==> src/rtl/verificador_de_senha.sv <==
// Purpose : keypad password checker with four programmable slots and lockout after repeated failures.
// Latency : from the capture edge, abrir is sampled at edge 3+k (match on slot k), erro at edge 6 (no match) or 2 (malformed).
// Backpressure: none; digitos_valid is taken only in IDLE and dropped elsewhere, and teclado_enable is low while locked.
//
// Ports:
//   clk, rst            clock, asynchronous active-high reset
//   digitos_value/valid packed keypad entry and its strobe
//   cfg_wr/idx/senha    slot write request (IDLE only), cfg_ack one-cycle acknowledge
//   abrir, erro         one-cycle unlock / failed-attempt pulses
//   slot_ok             index of the last matched slot
//   tentativas          consecutive failure count
//   bloqueado           lockout active; teclado_enable is its complement
//
// Code layout: 20 digits of 4 bits, digit 0 in bits [79:76] and digit 19 (newest key) in bits [3:0].
// A well-formed code occupies the N lowest nibbles (4..12 of them, none equal to F), all other nibbles F.
module verificador_de_senha #(
    parameter int          MAX_TENT     = 3,
    parameter int          LOCK_CYCLES  = 5000,
    parameter logic [79:0] SENHA_PADRAO = {{16{4'hF}}, 16'h1234}
) (
    input  logic        clk,
    input  logic        rst,
    input  logic [79:0] digitos_value,
    input  logic        digitos_valid,
    input  logic        cfg_wr,
    input  logic [1:0]  cfg_idx,
    input  logic [79:0] cfg_senha,
    output logic        cfg_ack,
    output logic        abrir,
    output logic        erro,
    output logic [1:0]  slot_ok,
    output logic [1:0]  tentativas,
    output logic        bloqueado,
    output logic        teclado_enable
);

    typedef enum logic [2:0] {
        IDLE, CHECK, COMPARE, OPEN, FAIL, LOCKED
    } estado_t;

    localparam logic [1:0]  MAX_T     = 2'(MAX_TENT);
    localparam logic [12:0] LOCK_LAST = 13'(LOCK_CYCLES - 1);
    localparam logic [79:0] TUDO_B    = {20{4'hB}};
    localparam logic [79:0] TUDO_E    = {20{4'hE}};

    estado_t     state, state_nxt;
    logic [79:0] codigo;
    logic [79:0] slot_senha [4];
    logic [3:0]  slot_vld;
    logic [1:0]  ptr;
    logic [12:0] lock_cnt;
    logic [1:0]  tent_nxt;
    logic        casou;
    logic        cfg_aceito;

    // True when the non-F nibbles form a contiguous run of 4..12 starting at the LSB nibble.
    function automatic logic bem_formada(input logic [79:0] s);
        logic [19:0] nao_f;
        logic        ok;
        for (int p = 0; p < 20; p++) begin
            nao_f[p] = (s[p*4 +: 4] != 4'hF);
        end
        ok = 1'b0;
        for (int n = 4; n <= 12; n++) begin
            if (nao_f == 20'((21'd1 << n) - 21'd1)) begin
                ok = 1'b1;
            end
        end
        return ok;
    endfunction

    assign casou      = slot_vld[ptr] && (slot_senha[ptr] == codigo);
    assign tent_nxt   = (tentativas == MAX_T) ? MAX_T : tentativas + 2'd1;
    // An entry strobe in the same IDLE cycle takes priority over a slot write.
    assign cfg_aceito = (state == IDLE) && cfg_wr && !digitos_valid;

    // State register
    always_ff @(posedge clk or posedge rst) begin
        if (rst) begin
            state <= IDLE;
        end else begin
            state <= state_nxt;
        end
    end

    // Next-state logic
    always_comb begin
        state_nxt = state;
        case (state)
            IDLE: begin
                if (digitos_valid) state_nxt = CHECK;
            end
            CHECK: begin
                if (codigo == TUDO_B || codigo == TUDO_E) state_nxt = IDLE;
                else if (!bem_formada(codigo))            state_nxt = FAIL;
                else                                      state_nxt = COMPARE;
            end
            COMPARE: begin
                if (casou)              state_nxt = OPEN;
                else if (ptr == 2'd3)   state_nxt = FAIL;
            end
            OPEN: state_nxt = IDLE;
            FAIL: begin
                state_nxt = (tent_nxt == MAX_T) ? LOCKED : IDLE;
            end
            LOCKED: begin
                if (lock_cnt == LOCK_LAST) state_nxt = IDLE;
            end
            default: state_nxt = IDLE;
        endcase
    end

    // Output decode
    always_comb begin
        abrir          = (state == OPEN);
        erro           = (state == FAIL);
        bloqueado      = (state == LOCKED);
        teclado_enable = (state != LOCKED);
    end

    // Datapath: captured code, slot pointer, counters, slot store
    always_ff @(posedge clk or posedge rst) begin
        if (rst) begin
            codigo        <= '1;
            ptr           <= 2'd0;
            slot_ok       <= 2'd0;
            tentativas    <= 2'd0;
            lock_cnt      <= 13'd0;
            cfg_ack       <= 1'b0;
            slot_senha[0] <= SENHA_PADRAO;
            slot_senha[1] <= '1;
            slot_senha[2] <= '1;
            slot_senha[3] <= '1;
            slot_vld      <= 4'b0001;
        end else begin
            cfg_ack <= cfg_aceito;
            if (cfg_aceito) begin
                slot_senha[cfg_idx] <= cfg_senha;
                slot_vld[cfg_idx]   <= bem_formada(cfg_senha);
            end

            if (state == IDLE && digitos_valid) codigo <= digitos_value;

            if (state == CHECK)        ptr <= 2'd0;
            else if (state == COMPARE) ptr <= ptr + 2'd1;

            if (state == COMPARE && casou) slot_ok <= ptr;

            case (state)
                OPEN:    tentativas <= 2'd0;
                FAIL:    tentativas <= tent_nxt;
                LOCKED:  if (lock_cnt == LOCK_LAST) tentativas <= 2'd0;
                default: ;
            endcase

            if (state == LOCKED && lock_cnt != LOCK_LAST) lock_cnt <= lock_cnt + 13'd1;
            else                                          lock_cnt <= 13'd0;
        end
    end

endmodule

==> config.mk <==
export PLATFORM = sky130hd
export DESIGN_NAME = verificador_de_senha
export DESIGN_NICKNAME = d
export VERILOG_FILES = /design/src/rtl/verificador_de_senha.sv
export SDC_FILE = /design/constraint.sdc
export NUM_CORES = 1
export LEC_CHECK = 0
export BUFFER_PORTS_ARGS = -buffer_cell sky130_fd_sc_hd__buf_2
export CORE_MARGIN = 3
export CORE_UTILIZATION = 50
export DETAILED_ROUTE_END_ITERATION = 6
export PLACE_DENSITY = 0.71
export SYNTH_ARGS = -nofsm -noshare
export SYNTH_HDL_FRONTEND = slang
export SYNTH_SLANG_ARGS = --single-unit
==> constraint.sdc <==
create_clock -name clk -period 26.1 [get_ports clk]
set_input_delay 0 -clock clk [delete_from_list [all_inputs] [get_ports clk]]
set_output_delay 0 -clock clk [all_outputs]
set_load 0.02 [all_outputs]
* Word level (Yosys, flattened, before mapping)
Cells that the tools add are included.
** Word-level totals
- Register bits after elaboration :: 427
- Bits of input ports :: 166
- Output and inout port bits :: 9
- Word-level logic and storage cells :: 159
** Operators by class
- $add $sub $neg :: 3
- Order comparisons :: 6
- Equal/unequal tests :: 75
- Mux-type cells :: 46
- Bitwise operators :: 2
- Reduce and logical (&&, ||, !) cells :: 15
** Operator list (count)
- bitwise mux 320 bit :: 1
- two-way mux 80 bit :: 3
- binary-select mux 80 bit (select 2 bit) :: 1
- demux 80 bit (select 2 bit) :: 1
- equality test 80 bit (second input constant) :: 2
- inequality test 4 bit (second input constant) :: 40
- equality test 80 bit :: 1
- equality test 20 x 10 -> 1 bit (second input constant) :: 2
- equality test 20 x 11 -> 1 bit (second input constant) :: 2
- equality test 20 x 12 -> 1 bit (second input constant) :: 2
- equality test 20 x 4 -> 1 bit (second input constant) :: 2
- equality test 20 x 5 -> 1 bit (second input constant) :: 2
- equality test 20 x 6 -> 1 bit (second input constant) :: 2
- equality test 20 x 7 -> 1 bit (second input constant) :: 2
- equality test 20 x 8 -> 1 bit (second input constant) :: 2
- equality test 20 x 9 -> 1 bit (second input constant) :: 2
- two-way mux 1 bit :: 23
- two-way mux 3 bit :: 7
- one-hot mux 3 bit (5 select lines) :: 1
- adder 13 x 1 -> 13 bit (second input constant) :: 1
- equality test 13 bit (second input constant) :: 1
- two-way mux 13 bit :: 1
- inequality test 13 bit (second input constant) :: 1
- logical AND 1 bit :: 8
- other kinds (25) :: 37

* Logic depth before layout (Yosys ltp)
Gate-level depths: netlist of run 1.
- Depth after elaboration :: 16
- Depth in mapped cells :: 12
- Depth with buffers taken out :: 9

* Worst setup path before layout of run 1
OpenSTA, ideal clock, no wires.
- Kind :: register to register
- Start :: reg ptr[0]
- End :: reg slot_ok[0]
- Setup time :: 0.128 ns
- Data arrival time :: 2.724 ns
- Required time :: 25.972 ns
- Path slack :: 23.249 ns
- Stages on the path, launching flop included :: 11
- Path buffers :: 2
- Clock period less this slack :: 2.851 ns
- Cells stage by stage :: dfrtp_1 buf_4 buf_2 mux4_2 xnor2_1 nand4_1 nor3_1 nand4_1 nor4_4 nand3_2 mux2_1
** On the way
- Longest elaborated chain between the ends :: 7
- Elaborated cells between the ends (all ways) :: 9
- Classes of those cells :: 1 x eq/ne; 5 x mux; 1 x bitwise; 2 x reduce/logical
** RTL lines
- start: declaration :: line 50 : logic [1:0] ptr;
- start signal: assignment :: line 145 : else if (state == COMPARE) ptr <= ptr + 2'd1;
- inverter 2 -> 3 bit (not written as such) :: line 72 : assign casou = slot_vld[ptr] && (slot_senha[ptr] == codigo);
- binary-select mux 80 bit (select 2 bit) :: line 72
- two-way mux 80 bit (not written as such) (2 in a row) :: line 72
- equality test 80 bit :: line 72
- logical AND 1 bit :: line 72
- logical AND 1 bit :: line 147 : if (state == COMPARE && casou) slot_ok <= ptr;
- end signal: assignment :: line 147
- end: declaration :: line 31 : output logic [1:0] slot_ok,
Several ways; a longest one is shown, not always the timed one. The select of a mux whose other input is x is not followed.
A chain may end at the register's enable or synchronous reset.

* Final worst setup path of run 1
Same ends and word-level chain as after synthesis.

==> results of run 1 <==
## cells by family after synthesis
| logic type | count (synthesis) | share of synthesized area (%) |
|---|---|---|
| mux | 521 | 30.8 |
| compound gates | 103 | 3.45 |
| flops | 427 | 54.4 |
| simple gates | 228 | 6.34 |
| buf+inv | 95 | 2.20 |
| xor+xnor | 63 | 2.69 |
| fa+ha+maj | 2 | 0.122 |
## worst max-delay path: cells and delay by family, from the launching register on
family                 cells  cell delay (ps)
flip-flops                 1             1010
AND/OR/NAND/NOR            6             1850
buffers and inverters      2             1070
multiplexers               1              340
## stage by stage
stage | worst slack [ps] | cell area, µm² | hold slack (ps) | std cells
2_1_floorplan | 14860 | 20500 | 109 | 1439
3_3_place_gp | 21710 | 21900 | 169 | 2078
3_5_place_dp | 21650 | 21900 | 169 | 2078
4_1_cts | 21620 | 25100 | 110 | 2327
5_1_grt | 21380 | 25100 | 171 | 2327
6_report | 21630 | 25100 | 131 | 2327
## worst min path at each step
stage | slack [ps] | start | end | depth (start not counted)
floorplan | 110 | digitos_value[31] | codigo[31] | 2
global placement | 170 | rst | slot_senha[246] | 2
detailed placement | 170 | rst | slot_senha[246] | 2
CTS | 110 | rst | slot_senha[246] | 3
global route | 170 | rst | slot_senha[241] | 3
finish | 130 | rst | slot_senha[241] | 3
## flip-flops by register name, indices dropped and copies added, names as in the netlist
name and flops:
state 3, cfg_ack 1, codigo 80, slot_ok 2, tentativas 2, slot_vld 4, ptr 2, lock_cnt 13
slot_senha 320
## power groups by stage
stage / logic [mW] / clock network, mW / registers, mW
3_3_place_gp: 0.702 / 0 / 1.37
4_1_cts: 0.741 / 0.670 / 1.38
2_1_floorplan: 0.530 / 0 / 1.25
6_report: 0.748 / 0.658 / 1.39
3_5_place_dp: 0.717 / 0 / 1.38
5_1_grt: 0.799 / 0.695 / 1.42
## cell usage in the layout, fill, tap and decap left out, types with 35 or more instances in the layout
cell | synthesis | final
mux2_2 | 402 | 402
dfstp_2 | 390 | 390
buf_2 | 15 | 174
dlygate4sd3_1 | 0 | 165
mux2i_1 | 67 | 67
nand4_1 | 61 | 61
xnor2_1 | 49 | 49
mux4_2 | 49 | 49
clkbuf_16 | 0 | 49
nand2_1 | 41 | 40
dfrtp_1 | 37 | 35
## layout make-up
| type | count | share of cell area [%] |
|---|---|---|
| repair buffers | 352 | 10.5 |
| flip-flops and latches | 427 | 44.6 |
| clock buffers | 71 | 5.66 |
| inverters | 22 | 0.360 |
| clock inverters | 13 | 0.479 |
| multi-input cells | 917 | 35.7 |
| well taps | 525 | 2.62 |
## layer usage
metal / vias up / track usage [%] / wire length [µm]
li1: 6055 / - / -
met1: 7175 / 38.2 / 26100
met2: 505 / 43.7 / 28400
met3: 112 / 4.65 / 3880
met4: 0 / 10.5 / 2290
met5: - / 0 / 0
==> results.tsv, run 1 <==
stage	metric	value	unit
run_status	status	finished, final reports clean	
worst_setup_path	crit_start	ptr[0]	
grt	grt_max_degree	191	
timing	fin_setup_tns	0	ps
pwr	leakage	9.79	nW
floorplanning	initial_core_util	51.1	%
cts	ctsHoldBuffers	165	
timing	max_freq	224	MHz
worst_setup_path	cp_max_fo	51	
cts	cts-resized-gates	0	
worst_setup_path	worstSetupStartpointType	register	
finish	fill_cells	2986	
grt	grt-ovfl-total	0	
grt	grt_pass1_vias	14500	
logic_synthesis	yosysMostFrequentCell	mux2_2	
place	post-dp-hpwl	41500	µm
grt	grt_pass1_wl	91800	µm
cts	cts_tree	yes	
logic_synthesis	ys_warn_count	0	
floorplanning	io_pins	175	
timing	fin_crit_sh	17.1	%
drt	num_vias	13800	
cts	clockBufferDepth	3	
drt	antenna_left	0	
pwr	swShare	31.4	%
pwr	pwr-share-comb	26.8	%
pwr	seq_power_share	49.7	%
finish	drive_gt1_share	62.0	%
grt	grtUsageTotal	27.5	%
timing	worst_slew_pin_slew	1120	ps
floorplanning	core_area	40200	µm²
logic_synthesis	async_reset_ff_share	100	%
cts	h-tree-depth	2	
logic_synthesis	ys_types	68	
timing	finalCriticalPeriod	4470	ps
min_path	hold_path.class	in2async	
worst_setup_path	reg2regPathDepth	9	
worst_setup_path	critPathRequiredTime	26550	ps
pwr	pwr-share-clk	23.6	%
timing	clock-skew-final	12.5	ps
grt	antenna_found_initial	0	
logic_synthesis	synth_top_cell_by_area	dfstp_2	
floorplanning	die_w	209	µm
drt	wl_per_cell	26.1	µm
pwr	p_int	1.92	mW
timing	hold_viol_final	0	
logic_synthesis	syn_inst	1439	
job	maxCapViolations	0	
pwr	power_density	112	nW/µm²
drt	drt_iter0_drc	1199	
cts	cts_setup_buffers	0	
finish	multi_input_area	8950	µm²
logic_synthesis	syn_avg_cell_area	14.3	µm²
place	gp_congestion	0.988	
pwr	p_sw	878	µW
finish	final_util	62.3	%
timing	final-setup-viol-count	0	
worst_setup_path	r2r_end	slot_ok[0]	
logic_synthesis	ys_top_cells_by_area	dfstp_2, mux2_2, mux4_2	
cts	cts_made_buffers	46	
worst_setup_path	path_cells	buf_4 -> inv_2 -> and3_1 -> or4_1 -> nor4_1 -> nand4_1 -> nor4_4 -> nand3_2 -> mux2_1	
floorplanning	die_area	43600	µm²
cts	clockRootBuffer	clkbuf_16	
timing	max_slew_margin	24.7	%
drt	totalWireLength	60600	µm
worst_setup_path	crit_path_end_kind	register	
timing	rsz0062_at_grt	no	
drt	first_pass_iters	7	
cts	clock_latency	570	ps
cts	clk_pin_slew_worst_paths	60	ps
finish	antenna_cells	0	
cts	clock_sinks	427	
logic_synthesis	syn_area	20500	µm²
finish	nets	1934	
logic_synthesis	syn-num-nets	1607	
worst_setup_path	r2r-start	ptr[0]	
finish	regArea	11200	µm²
worst_setup_path	reg2reg_slack	21630	ps
logic_synthesis	synthFlopType	dfstp_2	
logic_synthesis	seq_area_frac_synth	54.4	%
logic_synthesis	synth_edf_count	0	
finish	syn_to_final_growth	21.9	%
pwr	ir_worst_vdd	82.6	µV
drt	drc	0	
worst_setup_path	critical_path_class	reg2reg	
logic_synthesis	synth_top_area_share	49.9	%
worst_setup_path	arrival	4920	ps
floorplanning	die_h	209	µm
worst_setup_path	slowest_delay	1010	ps
worst_setup_path	crit_end	slot_ok[0]	
floorplanning	std_cell_rows	73	
logic_synthesis	netlist_top_cells_count	mux2_2, dfstp_2, mux2i_1, nand4_1	
timing	final_max_slew_viol_count	0	
worst_setup_path	slowest_stage	dfrtp_4	
drt	vias_per_cell	5.95	
pwr	p_total	2.79	mW
logic_synthesis	synth_seq_cells	427	
place	port_buffers	174	
(Power assumes the default switching activity.)
==> run 2: changes to the inputs <==
--- a/config.mk
+++ b/config.mk
@@ -9,7 +9,7 @@
 export CORE_MARGIN = 3
 export CORE_UTILIZATION = 50
 export DETAILED_ROUTE_END_ITERATION = 6
-export PLACE_DENSITY = 0.71
+export PLACE_DENSITY = 0.73
 export SYNTH_ARGS = -nofsm -noshare
 export SYNTH_HDL_FRONTEND = slang
 export SYNTH_SLANG_ARGS = --single-unit
==> constraint.sdc (replaced) <==
create_clock -name clk -period 3.86 [get_ports clk]
set_input_delay 0 -clock clk [delete_from_list [all_inputs] [get_ports clk]]
set_output_delay 0 -clock clk [all_outputs]
set_load 0.02 [all_outputs]
==> results.tsv, run 2 (synthesis gave the netlist of run 1 again) <==
stage	metric	value	unit	change
finish	layout_commonest_cell	mux2_2		unchanged
drt	drc	0		unchanged
worst_setup_path	critPathRequiredTime	4300	ps	was 26550 ps
drt	top_layer_used	met4		unchanged
finish	drive_gt1_share	62.4	%	was 62.0%
cts	cts_made_buffers	46		unchanged
drt	vias_per_cell	5.98		was 5.95
worst_setup_path	worstSetupStartpointType	register		unchanged
cts	cts_tree	yes		unchanged
grt	grt_pass1_wl	94200	µm	was 91800 µm
finish	syn_to_final_growth	22.9	%	was 21.9%
run_status	status	finished, final reports clean		unchanged
timing	final-setup-viol-count	0		unchanged
drt	totalWireLength	61800	µm	was 60600 µm
timing	rsz0062_at_grt	no		unchanged
finish	regMostFlops	slot_senha		unchanged
finish	layout_common_cells	mux2_2, dfstp_2, buf_2, dlygate4sd3_1, mux2i_1		unchanged
cts	h-tree-depth	2		unchanged
floorplanning	die_h	209	µm	unchanged
drt	first_pass_iters	5		was 7
finish	largest_reg_flops	320		unchanged
finish	top_regs	slot_senha (320), codigo (80), lock_cnt (13)		unchanged
cts	clockBufferDepth	3		unchanged
floorplanning	die_area	43600	µm²	unchanged
drt	wl_met1	25800	µm	was 26100 µm
worst_setup_path	arrival	4030	ps	was 4920 ps
timing	worst_slew_pin_slew	1240	ps	was 1120 ps
cts	clk_pin_slew_worst_paths	60	ps	about the same
pwr	power_density	744	nW/µm²	was 112 nW/µm²
cts	clock_latency	580	ps	was 570 ps
cts	clock_sinks	427		unchanged
finish	nets	1959		was 1934
place	port_buffers	174		unchanged
timing	max_freq	278	MHz	was 224 MHz
floorplanning	io_pins	175		unchanged
drt	drt_iter0_drc	1312		was 1199
place	post-dp-hpwl	43300	µm	was 41500 µm
cts	clockRootBuffer	clkbuf_16		unchanged
grt	grt_max_degree	103		was 191
pwr	ir_worst_vdd	438	µV	was 82.6 µV
worst_setup_path	cp_max_fo	22		was 51
drt	num_vias	14100		was 13800
timing	clock-skew-final	22.9	ps	was 12.5 ps
timing	hold_viol_final	0		unchanged
worst_setup_path	crit_path_end_kind	register		unchanged
worst_setup_path	critical_path_class	reg2reg		unchanged
drt	met2_length	29800	µm	was 28400 µm
floorplanning	die_w	209	µm	unchanged
worst_setup_path	reg2reg_slack	270	ps	was 21630 ps
finish	regArea	11200	µm²	unchanged
timing	finalCriticalPeriod	3590	ps	was 4470 ps
timing	fin_crit_sh	93.1	%	was 17.1%
finish	multi_input_area	8950	µm²	unchanged
floorplanning	core_area	40200	µm²	unchanged
grt	grt-ovfl-total	0		unchanged
place	gp_congestion	0.983		was 0.988
drt	antenna_left	0		unchanged
floorplanning	std_cell_rows	73		unchanged
drt	dr_wl_met3	3790	µm	was 3880 µm
floorplanning	initial_core_util	51.1	%	unchanged
pwr	leakage	9.90	nW	was 9.79 nW
drt	wl_per_cell	26.3	µm	was 26.1 µm
timing	max_slew_margin	17.3	%	was 24.7%
grt	grtUsageTotal	28.4	%	was 27.5%
job	maxCapViolations	0		unchanged
pwr	p_total	18.8	mW	was 2.79 mW
grt	antenna_found_initial	1		was 0
timing	final_max_slew_viol_count	0		unchanged
finish	fill_cells	3015		was 2986
min_path	hold_path.class	in2async		unchanged
grt	grt_pass1_vias	15000		was 14500
timing	timing.hold.ws	26.9	ps	was 131 ps
## run 2: cell count changes in the layout (fill, tap and decap cells not counted), moves of 3 or more
| cell | previous run | this run |
|---|---|---|
| buf_4 | 12 | 31 |
| buf_12 | 1 | 10 |
| clkbuf_1 | 11 | 16 |
| clkinv_2 | 9 | 5 |
| dlygate4sd3_1 | 165 | 162 |
| inv_6 | 0 | 3 |
## run 2: area by class of cell
type / instances / share of cell area, %
antenna: 1 / 0.00991
clock buffer: 73 / 5.44
clock inverter: 10 / 0.263
inverter: 22 / 0.342
multi-input combinational: 917 / 35.5
sequential: 427 / 44.3
tap: 525 / 2.60
timing repair buffer: 377 / 11.6
## run 2: path summary, 6_finish.rpt
| check | startpoint | endpoint | depth (start not counted) |
|---|---|---|---|
| worst max-delay path | ptr[0] | slot_ok[1] | 9 |
| worst min-delay path | rst | slot_senha[138] | 2 |
| worst max register to register | ptr[0] | slot_ok[1] | 9 |
| worst min register to register | lock_cnt[0] | lock_cnt[0] | 1 |
| max in group asynchronous | rst | slot_senha[281] | 3 |
| min in group clk | cfg_idx[0] | slot_senha[28] | 3 |
## run 2: where the power goes
group	internal, mW	leakage, nW	switching [mW]
Clock	2.44	0.703	1.79
Combinational	2.78	4.63	2.37
Sequential	7.60	4.57	1.81
Total	12.8	9.90	5.97
## run 2: worst max-delay path, cell delays in order (launching register included)
cell,delay (ps)
dfrtp_4,730
buf_4,270
mux4_2,570
xnor2_1,270
nand4_1,240
nor2_1,180
nand4_1,160
nor4_4,500
nand3_2,160
mux2_1,340
## run 2: repair_timing
action	in CTS	in global routing
hold buffers	162	0
buffers inserted	0	0
endpoints found under the hold margin	402	0
gates resized for setup	0	0
## run 2: metrics by stage
step | utilization (%) | cells | worst slack (ps) | TNS (ps) | instance area, µm²
after floorplan | - | 1439 | -1590 | -92110 | 20600
after global placement | 55.2 | 2106 | 278 | 0 | 22200
after CTS | 62.8 | 2351 | 247 | 0 | 25200
after detailed placement | 55.2 | 2106 | 262 | 0 | 22200
after global routing | 62.8 | 2352 | 151 | 0 | 25200
final | 62.8 | 2352 | 268 | 0 | 25200
## run 2: routing by layer
| metal | global-route usage (%) | vias up |
|---|---|---|
| met2 | 46.0 | 504 |
| li1 | - | 6098 |
| met5 | 0 | - |
| met3 | 4.80 | 105 |
| met4 | 10.9 | 0 |
| met1 | 38.5 | 7359 |
